--- config.mk ---
export PLATFORM = sky130hd
export DESIGN_NAME = mul8_seq_ctrl
export DESIGN_NICKNAME = d
export VERILOG_FILES = /design/src/rtl/mul_pkg.sv /design/src/rtl/mul4x4_comb.sv /design/src/rtl/mul8_seq_ctrl.sv
export SDC_FILE = /design/constraint.sdc
export NUM_CORES = 1
export LEC_CHECK = 0
export ABC_AREA = 1
export CAP_MARGIN = 20
export CORE_MARGIN = 4
export CORE_UTILIZATION = 52
export CTS_BUF_LIST = sky130_fd_sc_hd__clkbuf_4 sky130_fd_sc_hd__clkbuf_8 sky130_fd_sc_hd__clkbuf_16
export DETAILED_ROUTE_END_ITERATION = 8
export HOLD_SLACK_MARGIN = 0.03
export PLACE_DENSITY = 0.77
export SLEW_MARGIN = 20
export SYNTH_ARGS = -nofsm -noshare
export SYNTH_HDL_FRONTEND = slang
export SYNTH_HIERARCHICAL = 1
export SYNTH_SLANG_ARGS = --single-unit
export TNS_END_PERCENT = 10
--- constraint.sdc ---
create_clock -name clk -period 5.15 [get_ports clk]
set_input_delay 0.515 -clock clk [delete_from_list [all_inputs] [get_ports clk]]
set_output_delay 0.515 -clock clk [all_outputs]
set_load 0.01 [all_outputs]
--- src/rtl/mul_pkg.sv ---
// Shared types and constants for the nibble-serial 8x8 multiplier.
// Holds the FSM state enum, operand widths and per-step shift amounts.
package mul_pkg;

  localparam int NIB_W  = 4;
  localparam int OP_W   = 8;
  localparam int PROD_W = 16;

  typedef enum logic [1:0] {
    IDLE,
    CALC,
    DONE
  } state_t;

  localparam logic [3:0] SH_S0 = 4'd0;
  localparam logic [3:0] SH_S1 = 4'd4;
  localparam logic [3:0] SH_S2 = 4'd4;
  localparam logic [3:0] SH_S3 = 4'd8;

  function automatic logic [3:0] step_shift(
    input logic [1:0] s
  );
    logic [3:0] r;
    unique case (s)
      2'd0:    r = SH_S0;
      2'd1:    r = SH_S1;
      2'd2:    r = SH_S2;
      default: r = SH_S3;
    endcase
    return r;
  endfunction

endpackage

--- src/rtl/mul4x4_comb.sv ---
// Unsigned 4x4 -> 8 array multiplier from AND partial products and HA/FA cells.
// Ports: x, y (4-bit operands) -> p (8-bit product), purely combinational.
module mul4x4_comb
  import mul_pkg::*;
(
  input  logic [NIB_W-1:0]   x,
  input  logic [NIB_W-1:0]   y,
  output logic [2*NIB_W-1:0] p
);

  function automatic logic [1:0] ha(
    input logic i0,
    input logic i1
  );
    return {i0 & i1, i0 ^ i1};
  endfunction

  function automatic logic [1:0] fa(
    input logic i0,
    input logic i1,
    input logic ci
  );
    return {(i0 & i1) | (ci & (i0 ^ i1)), i0 ^ i1 ^ ci};
  endfunction

  // Row i of partial products is rippled into the running sum at offset i.
  always_comb begin : arr
    logic [2*NIB_W-1:0] s;
    logic               c;
    logic [1:0]         r;
    s = {{NIB_W{1'b0}}, x & {NIB_W{y[0]}}};
    c = 1'b0;
    r = 2'b00;
    for (int i = 1; i < NIB_W; i++) begin
      c = 1'b0;
      for (int j = 0; j < NIB_W; j++) begin
        if (j == 0)
          r = ha(s[i+j], x[j] & y[i]);
        else
          r = fa(s[i+j], x[j] & y[i], c);
        s[i+j] = r[0];
        c      = r[1];
      end
      s[i+NIB_W] = c;
    end
    p = s;
  end

endmodule

--- src/rtl/mul8_seq_ctrl.sv ---
// 8x8 unsigned multiplier sequenced over four 4x4 nibble products.
// Ports: in_valid/in_ready/a/b in, out_valid/out_ready/p out, busy status.
module mul8_seq_ctrl
  import mul_pkg::*;
#(
  parameter int PP_REG = 0
) (
  input  logic              clk,
  input  logic              rst_n,
  input  logic              in_valid,
  output logic              in_ready,
  input  logic [OP_W-1:0]   a,
  input  logic [OP_W-1:0]   b,
  output logic              out_valid,
  input  logic              out_ready,
  output logic [PROD_W-1:0] p,
  output logic              busy
);

  state_t              state;
  logic [1:0]          step;
  logic                drain;
  logic [OP_W-1:0]     a_q;
  logic [OP_W-1:0]     b_q;
  logic [PROD_W-1:0]   acc;
  logic [2*NIB_W-1:0]  pp_q;
  logic [3:0]          sh_q;

  logic [NIB_W-1:0]    op_a;
  logic [NIB_W-1:0]    op_b;
  logic [2*NIB_W-1:0]  pp;
  logic [3:0]          sh;
  logic [PROD_W-1:0]   term;
  logic [PROD_W-1:0]   sum;
  logic                last;

  // step[0] picks the a nibble, step[1] the b nibble.
  assign op_a = step[0] ? a_q[7:4] : a_q[3:0];
  assign op_b = step[1] ? b_q[7:4] : b_q[3:0];
  assign sh   = step_shift(step);

  mul4x4_comb u_mul (
    .x (op_a),
    .y (op_b),
    .p (pp)
  );

  // With PP_REG the adder sees last cycle's product, so one drain
  // cycle follows step 3 to fold in the final partial product.
  assign term = (PP_REG != 0) ? ({8'h00, pp_q} << sh_q)
                              : ({8'h00, pp} << sh);
  assign last = (PP_REG != 0) ? drain : (step == 2'd3);
  assign sum  = acc + term;

  assign in_ready = (state == IDLE);
  assign busy     = (state != IDLE);

  always_ff @(posedge clk or negedge rst_n) begin
    if (!rst_n) begin
      state     <= IDLE;
      step      <= 2'd0;
      drain     <= 1'b0;
      a_q       <= '0;
      b_q       <= '0;
      acc       <= '0;
      pp_q      <= '0;
      sh_q      <= '0;
      p         <= '0;
      out_valid <= 1'b0;
    end else begin
      unique case (state)
        IDLE: begin
          if (in_valid) begin
            a_q   <= a;
            b_q   <= b;
            acc   <= '0;
            step  <= 2'd0;
            drain <= 1'b0;
            pp_q  <= '0;
            sh_q  <= '0;
            state <= CALC;
          end
        end
        CALC: begin
          acc  <= sum;
          pp_q <= pp;
          sh_q <= sh;
          if (last) begin
            p         <= sum;
            out_valid <= 1'b1;
            state     <= DONE;
          end else if (step == 2'd3) begin
            drain <= 1'b1;
          end else begin
            step <= step + 2'd1;
          end
        end
        DONE: begin
          if (out_ready) begin
            out_valid <= 1'b0;
            state     <= IDLE;
          end
        end
        default: state <= IDLE;
      endcase
    end
  end

endmodule

==> results.json <==
{
  "die_width_um": 92.1,
  "yosys_warnings": 6,
  "proportion_of_layout_cells_with_a_drive_suffix_above_1": 0.232,
  "dr_total_vias": 3247,
  "global_placement_routability_congestion": 0.900,
  "drt_wl_total_um": 8530,
  "final-seq-area_mm2": 0.00133,
  "initial_utilization": 0.538,
  "max_stage_delay_ps": 480,
  "failed_checks": "setup timing",
  "ys_seq_elements": 53,
  "worst-setup-path-type": "reg -> reg",
  "syn_to_final_growth_pct": 27.2,
  "cts-hold-fix-buffers": 0,
  "gr-usage-all-layers": 0.212,
  "detail-route-antenna-nets": 0,
  "clock_path_buffers": 2,
  "grt_remaining_overflow": 0,
  "clock_tree.root_cell": "clkbuf_8",
  "critical_path.startpoint_type": "flip-flop",
  "worst_clock_skew_ps": 6.11,
  "htree_num_levels": 2,
  "finalSetupViolations": 18,
  "synth.net_count": 561,
  "area_of_placed_instances_mm2": 0.00424,
  "critical-path-top-cell-by-count": "nand2_1",
  "post-route-worst-setup-slack_ps": -137,
  "drt_iter0_drc": 121,
  "num_rows": 30,
  "clock_sinks": 53,
  "worst_r2r_setup_slack_ps": -140,
  "clkTransAtPathRegs_ps": 90,
  "number_of_enable_type_register_cells_in_the_synthesized_netlist": 0,
  "maximum_number_of_pins_on_one_net_before_global_route_repair": 54,
  "multi_input_area_mm2": 0.00221,
  "detail_route.first_pass.iterations": 4,
  "top_level_ports": 39,
  "critical_path.endpoint_type": "flip-flop",
  "tightestPinTransition_ps": 656,
  "timing.critical_path.to": "p[14]$_DFFE_PN0P_",
  "critPathSlowestCell": "fa_1",
  "dominantRegCellSynth": "dfrtp_1",
  "first_global_vias": 3269,
  "layout_min_cycle_time_ps": 5290,
  "slew_violations": 0,
  "num-nets-final": 625,
  "worstSetupStartpoint": "step[1]$_DFFE_PN0P_",
  "timing.hold.worst.class": "in -> async",
  "num-fill-cells": 586,
  "required_ps": 5350,
  "tritoncts.num_buffers": 5,
  "drv_cap": 0,
  "register_to_register_path_depth": 29,
  "timing.final.crit_share": 1.03,
  "async_reset_ff_frac": 1.00,
  "antenna_found_initial": 0,
  "clock_insertion_delay_worst_skew_ps": 310,
  "synth_seq_area_share": 0.361,
  "tritoncts": "yes",
  "critical_path.reg2reg.endpoint": "p[14]$_DFFE_PN0P_",
  "synthesis.area_mm2": 0.00367,
  "rsz0062_at_grt": "yes",
  "worst-path-max-fanout": 4,
  "antenna_cells_inserted": 0,
  "slew-limit-headroom": 0.562,
  "status": "complete, but fails checks",
  "place_worst_setup_slack_ps": -339,
  "die_height_um": 92.1,
  "worst_r2r_startpoint": "step[1]$_DFFE_PN0P_",
  "avgSynthCellArea_um2": 7.17,
  "core_area_mm2": 0.00683,
  "hold-worst-slack_ps": 312,
  "fmaxAchievable_mhz": 189,
  "io_buffers": 38,
  "routed_wire_length_per_instance_um": 12.7,
  "dp_hpwl_um": 6180,
  "die-area_mm2": 0.00847,
  "viasPerCell": 4.82,
  "data_arrival_at_the_endpoint_of_the_critical_path_ps": 5490,
  "grt_pass1_wl_um": 14400,
  "drcViolationCount": 0,
  "postLayoutCellArea_mm2": 0.00467,
  "syn-instance-count": 512,
  "timing_hold_violations_final": 0,
  "netlist-cell-type-count": 33
}
## layout by cell type, fill, tap and decap left out, types with 2 or more instances in the layout
master           count
xor2_1               3
a21oi_1              3
ha_1                16
clkbuf_8             6
nand3_1             25
clkdlybuf4s50_1     37
a21oi_2              3
o21ai_1              3
nor3_2               2
nand2_1            200
o21ai_2              5
inv_2               14
ha_4                 3
nor2_1              17
nand2_2             35
fa_2                 6
inv_1               58
nor2_2               3
inv_4                3
o21ai_0             11
nand2_4              4
buf_4               30
nor2_8               3
nand3_2              6
nand3b_1             4
or2_1                5
nor2_4               2
dfrtp_1             53
fa_1                 3
## metal layers
layer / vias to the layer above / track usage / share of wire
met3: 14 / 0.0377 / 0.040
li1: 1681 / - / -
met4: 0 / 0.0606 / 0.017
met2: 62 / 0.400 / 0.53
met1: 1490 / 0.242 / 0.42
met5: - / 0 / 0
## cells by family after synthesis
kind of cell / Yosys count / share of synthesized area
XOR/XNOR: 4 / 0.00954
AO/OA/AOI/OAI: 28 / 0.0426
buffers and inverters: 87 / 0.104
AND/OR/NAND/NOR: 311 / 0.365
flip-flops: 53 / 0.361
adder cells (fa/ha/maj): 29 / 0.117
## synth_stat cells, types with 2 or more instances
library cell | number | area, µm²
inv_1 | 72 | 270
nand2_1 | 229 | 860
nand3_1 | 31 | 155
dfrtp_1 | 53 | 1330
a21oi_1 | 7 | 35.0
xor2_1 | 3 | 26.3
nand2_2 | 10 | 62.6
nor3_1 | 3 | 15.0
o21ai_0 | 14 | 70.1
nand3b_1 | 4 | 30.0
o21ai_1 | 2 | 10.0
buf_6 | 3 | 33.8
clkbuf_1 | 3 | 11.3
o21ai_2 | 3 | 26.3
ha_1 | 20 | 250
nor2_8 | 3 | 60.1
inv_4 | 2 | 12.5
buf_2 | 3 | 15.0
fa_1 | 9 | 180
or2_1 | 5 | 31.3
nor2_1 | 21 | 78.8
## layout make-up
| cell class | instances | area share |
|---|---|---|
| Tap cell | 96 | 0.0257 |
| Clock buffer | 7 | 0.0193 |
| Sequential cell | 53 | 0.284 |
| Inverter | 76 | 0.0637 |
| Multi-Input combinational cell | 372 | 0.473 |
| Timing Repair Buffer | 68 | 0.129 |
| Clock inverter | 1 | 0.00643 |
## worst min-delay path by stage
stage	end	slack, ps
after global placement	p[2]$_DFFE_PN0P_	460
after detailed placement	p[6]$_DFFE_PN0P_	460
after CTS	p[3]$_DFFE_PN0P_	340
after floorplan	a_q[0]$_DFFE_PN0P_	220
final	acc[6]$_DFFE_PN0P_	310
after global routing	acc[6]$_DFFE_PN0P_	380
## sequential cells by signal, summed over array words and instances, names as in the netlist
name / cells
acc: 16
p: 16
a_q: 8
b_q: 8
state: 2
step: 2
out_valid: 1
## critical path, delay by kind of cell (launching register included)
kind | cells | cell delay (ps)
and+or+nand+nor | 12 | 900
DFF | 1 | 430
adders and majority gates | 9 | 3240
AOI/OAI and AO/OA | 1 | 180
buffers and inverters | 7 | 440
## through the flow
stage           util  std cells  setup TNS (ps)
2_1_floorplan      -        512               0
3_3_place_gp   0.621        656           -1540
3_5_place_dp   0.621        656           -4940
4_1_cts        0.653        669           -2060
5_1_grt        0.684        673           -6600
6_report       0.684        673           -1880
## what timing repair did
item / in CTS / in global routing
resized for setup: 26 / 54
hold endpoints to repair: 0 / 0
endpoints found under the setup margin: 20 / 20
pin swaps: 22 / 36
setup buffers: 5 / 4
Power is left out: the tool's default activity adds up to more than one toggle a clock period on the data nets, which glitch-free logic cannot reach.
